$ cat config.mk
export PLATFORM = sky130hd
export DESIGN_NAME = complement_serial_unit
export DESIGN_NICKNAME = d
export VERILOG_FILES = /design/src/rtl/complement_serial_unit.sv
export SDC_FILE = /design/constraint.sdc
export NUM_CORES = 1
export LEC_CHECK = 0
export CORE_ASPECT_RATIO = 0.7
export CORE_MARGIN = 3
export CORE_UTILIZATION = 43
export DETAILED_ROUTE_END_ITERATION = 10
export PLACE_DENSITY = 0.75
export REMOVE_ABC_BUFFERS = 1
export SLEW_MARGIN = 20
export SYNTH_ARGS = -nofsm -noshare
export SYNTH_HDL_FRONTEND = slang
export SYNTH_SLANG_ARGS = --single-unit
$ cat constraint.sdc
create_clock -name clk -period 1.9 [get_ports clk]
set_input_delay 0.285 -clock clk [delete_from_list [all_inputs] [get_ports clk]]
set_output_delay 0.285 -clock clk [all_outputs]
set_load 0.01 [all_outputs]
$ cat src/rtl/complement_serial_unit.sv
// rtl/complement_serial_unit.sv - digit-serial pass/ones/twos/abs complement engine
//
// Operand is accepted in IDLE, walked LSB digit first through a registered
// carry during BUSY (WIDTH/DIGIT cycles), and presented in DONE until the
// consumer takes it. All outputs come straight from registers.

module complement_serial_unit #(
  parameter int WIDTH = 8,
  parameter int DIGIT = 1
) (
  input  logic             clk,
  input  logic             rst_n,
  input  logic             in_valid,
  output logic             in_ready,
  input  logic [WIDTH-1:0] in_data,
  input  logic [1:0]       in_mode,
  output logic             out_valid,
  input  logic             out_ready,
  output logic [WIDTH-1:0] out_data,
  output logic             out_overflow
);

  localparam int NDIG = WIDTH / DIGIT;
  localparam int CW   = (NDIG > 1) ? $clog2(NDIG) : 1;

  localparam logic [CW-1:0]    LAST_DIGIT = CW'(NDIG - 1);
  localparam logic [WIDTH-1:0] MOST_NEG   = {1'b1, {(WIDTH-1){1'b0}}};

  localparam logic [1:0] MODE_PASS = 2'b00;
  localparam logic [1:0] MODE_ONES = 2'b01;
  localparam logic [1:0] MODE_TWOS = 2'b10;

  // Reject parameter sets that cannot be split into whole digits.
  if (WIDTH < 2 || DIGIT < 1 || DIGIT > WIDTH || (WIDTH % DIGIT) != 0) begin : g_bad_params
    $error("complement_serial_unit: need WIDTH >= 2, 1 <= DIGIT <= WIDTH, WIDTH %% DIGIT == 0");
  end

  typedef enum logic [1:0] {
    IDLE = 2'd0,
    BUSY = 2'd1,
    DONE = 2'd2
  } state_t;

  state_t           state;
  logic [WIDTH-1:0] opnd;     // operand, consumed from the bottom
  logic [WIDTH-1:0] res;      // result, filled from the top
  logic             invert;
  logic             carry;
  logic             ovf;
  logic [CW-1:0]    cnt;

  logic                   acc_invert;
  logic                   acc_carry;
  logic                   acc_ovf;
  logic [DIGIT-1:0]       dig;
  logic [DIGIT:0]         sum;
  logic [WIDTH+DIGIT-1:0] res_cat;
  logic [WIDTH-1:0]       res_next;

  // Decode the mode of the word being offered into invert flag and initial carry.
  always_comb begin
    acc_invert = 1'b0;
    acc_carry  = 1'b0;
    case (in_mode)
      MODE_PASS: begin
        acc_invert = 1'b0;
        acc_carry  = 1'b0;
      end
      MODE_ONES: begin
        acc_invert = 1'b1;
        acc_carry  = 1'b0;
      end
      MODE_TWOS: begin
        acc_invert = 1'b1;
        acc_carry  = 1'b1;
      end
      default: begin
        // abs: negate only negative operands
        acc_invert = in_data[WIDTH-1];
        acc_carry  = in_data[WIDTH-1];
      end
    endcase
    // Negating the most-negative value has no representable result.
    acc_ovf = acc_invert & acc_carry & (in_data == MOST_NEG);
  end

  // One digit of (optionally inverted) operand plus the running carry.
  always_comb begin
    dig      = opnd[DIGIT-1:0];
    sum      = {1'b0, dig ^ {DIGIT{invert}}} + {{DIGIT{1'b0}}, carry};
    res_cat  = {sum[DIGIT-1:0], res};
    res_next = res_cat[WIDTH+DIGIT-1:DIGIT];
  end

  // Control FSM and datapath registers; outputs registered alongside the state.
  always_ff @(posedge clk or negedge rst_n) begin
    if (!rst_n) begin
      state        <= IDLE;
      opnd         <= '0;
      res          <= '0;
      invert       <= 1'b0;
      carry        <= 1'b0;
      ovf          <= 1'b0;
      cnt          <= '0;
      in_ready     <= 1'b1;
      out_valid    <= 1'b0;
      out_data     <= '0;
      out_overflow <= 1'b0;
    end else begin
      case (state)
        IDLE: begin
          if (in_valid && in_ready) begin
            opnd     <= in_data;
            res      <= '0;
            invert   <= acc_invert;
            carry    <= acc_carry;
            ovf      <= acc_ovf;
            cnt      <= '0;
            in_ready <= 1'b0;
            state    <= BUSY;
          end
        end
        BUSY: begin
          opnd  <= opnd >> DIGIT;
          res   <= res_next;
          carry <= sum[DIGIT];
          cnt   <= cnt + 1'b1;
          if (cnt == LAST_DIGIT) begin
            // Final carry is dropped: result is modulo 2^WIDTH.
            out_data     <= res_next;
            out_overflow <= ovf;
            out_valid    <= 1'b1;
            state        <= DONE;
          end
        end
        DONE: begin
          if (out_ready) begin
            out_valid <= 1'b0;
            in_ready  <= 1'b1;
            state     <= IDLE;
          end
        end
        default: begin
          out_valid <= 1'b0;
          in_ready  <= 1'b1;
          state     <= IDLE;
        end
      endcase
    end
  end

endmodule

==> impl_metrics.tcl, run 1 <==
set metrics [dict create \
    fin_nets 193 \
    peakVddDrop_v 0.000521 \
    coreArea_um2 3300 \
    clock-sinks 34 \
    worst-setup-path-type "reg2out" \
    clk_pin_slew_ps 70 \
    crit_family "flip-flops" \
    synth_seq_cells 34 \
    via_per_inst 5.19 \
    hold_class "in2async" \
    arrival_ps 1400 \
    die_w_um 77.9 \
    period_minus_slack_ps 1690 \
    drv_slew 0 \
    power.total_w 0.00233 \
    finalSetupViolCount 0 \
    power.leakage_nw 0.945 \
    synth_flop_cell "dfrtp_1" \
    place.gp.congestion 0.827 \
    yosysWarnings 0 \
    cts_hold_buf 0 \
    clockRootBuffer "clkbuf_8" \
    design_area_um2 1920 \
    place_ws_ps 356 \
    antenna_found_initial 0 \
    die_area_um2 4390 \
    finalNonFillerCells 222 \
    num_io_pins 25 \
    cts_tree "built" \
    placedInstanceArea_um2 1830 \
    critPathCaptureType "output port" \
    post_drt_wl_per_cell_um 13.6 \
    synth_top_area_share_pct 53.1 \
    place_inst 214 \
    dr.pass1.iters 4 \
    numPortBuffers 24 \
    worst_pin_slew_ps 687 \
    gr-total-overflow 0 \
    synth.avg_cell_area_um2 10.5 \
    rsz0062_at_grt "no" \
    hold_viol_final 0 \
    drt_iter0_drc 68 \
    drive_gt1_share_pct 13.1 \
    finalCritPeriodShare_pct 88.8 \
    dpl.hpwl_mm 2.10 \
    fin_tns_setup_ps 0 \
    grt_max_degree 35 \
    vias 1152 \
    wirelength_mm 3.03 \
    crit_slowest_cell "dfstp_2" \
    num_antenna_cells 0 \
    clock_latency_ps 280 \
    synthArstFlopShare_pct 100 \
    synth_top_area_cell "dfrtp_1" \
    worstPathCellList "clkdlybuf4s50_1" \
    start_kind "flip-flop" \
    start_util_pct 47.2 \
    postRouteAntennaNets 0 \
    clock-skew-final_ps 8.04 \
    ys_seq_area_share_pct 54.7 \
    path_buf_inv 1 \
    synth_edf_count 0 \
    crit_path_max_fanout 5 \
    fmax_ghz 0.593 \
    numCtsBuffers 5 \
    layout_commonest_cell "nand2_1" \
    setup_ws_ps 212 \
    ctsResizeCount 0 \
    clock_path_buffers 2 \
    area.growth.synth_to_final_pct 23.1 \
    synth_area_leaders "dfrtp_1, nand2_1, mux2_4, nand3_1, ha_1" \
    syn_area_um2 1560 \
    grt_pass1_wl_mm 5.17 \
    drv_cap 0 \
    grt_usage_pct 15.1 \
    slowest_delay_ps 570 \
    drc 0 \
    netlist_instances 148 \
    final_cell_mix "nand2_1, dfrtp_1, nand3_1" \
    die_y_um 56.3 \
    worst-endpoint-required_ps 1620 \
    row_count 17 \
    maxSlewHeadroom_pct 54.2 \
    grt_pass1_vias 1125 \
    power_density_nw_per_um2 1220 \
    post_cts_buffers 0 \
    nFillCells 289 \
    status "complete, no violations" \
    htree_levels 2 \
    ys_types 27 \
]
## cell families (layout without fill, tap and decap cells)
group                    after synthesis  count (layout)  share of synthesized area [%]
multiplexers                          10              10                           9.32
adder cells (fa/ha/maj)                5               5                           4.02
flip-flops                            34              34                           54.7
AND/OR/NAND/NOR                       80              80                           24.9
AO/OA/AOI/OAI                          9               9                           3.30
XOR/XNOR                               1               1                          0.563
buffers and inverters                  9              36                           3.13
## area by class of cell
type,instances,area [µm²],share of cell area [%]
sequential,34,852,44.5
multi-input combinational,105,656,34.2
timing repair buffer,27,263,13.7
clock buffer,6,72.6,3.79
tap,47,58.8,3.07
clock inverter,2,10.0,0.523
inverter,1,3.75,0.196
## path summary, 6_finish.rpt
path	start	to	slack [ps]	cells after the start
setup / recovery	in_ready$_DFFE_PN1P_	in_ready	210	1
max in group asynchronous	rst_n	in_ready$_DFFE_PN1P_	1170	2
hold reg to reg	opnd[1]$_DFFE_PN0P_	opnd[0]$_DFFE_PN0P_	480	2
setup reg to reg	cnt[0]$_DFFE_PN0P_	out_data[2]$_DFFE_PN0P_	460	4
hold / removal	rst_n	out_data[0]$_DFFE_PN0P_	400	2
min in group clk	opnd[1]$_DFFE_PN0P_	opnd[0]$_DFFE_PN0P_	480	2
## synthesized netlist by cell type, drive strengths merged (2+ instances only)
master	number
ha	5
buf	7
nor2b	2
nor2	3
o21ai	4
dfrtp	33
nand3	26
mux2	9
a21oi	3
nand2	42
## metal layers
layer | track usage (%) | share of wire, %
met5 | 0 | 0
met4 | 5.24 | 1.1
met3 | 4.49 | 5.2
met2 | 22.9 | 46
met1 | 20.6 | 48
## where the power goes
group	leakage [nW]	switching [W]	internal (W)	total, W
Clock	0.0450	0.000256	0.000254	0.000510
Combinational	0.451	0.000346	0.000378	0.000724
Sequential	0.449	0.000149	0.000946	0.00110
Total	0.945	0.000751	0.00158	0.00233
## stage by stage
stage / utilization (%) / hold WS [ps]
2_1_floorplan: - / -10.6
3_3_place_gp: 55.6 / 460
3_5_place_dp: 55.6 / 470
4_1_cts: 58.1 / 419
5_1_grt: 58.1 / 444
6_report: 58.1 / 402
## flip-flops by register name (all words and copies together), names as in the netlist
| signal | flops |
|---|---|
| state | 2 |
| out_data | 8 |
| out_valid | 1 |
| res | 7 |
| out_overflow | 1 |
| in_ready | 1 |
| carry | 1 |
| opnd | 8 |
| ovf | 1 |
| cnt | 3 |
| invert | 1 |
Note: power is estimated with default switching activity, not from simulation.
==> inputs of run 2 (changes only) <==
HOLD_SLACK_MARGIN = 0.15   (was not set)
==> results of run 2 <==
No change in the layout: final DEF, timing and power equal those of run 1.
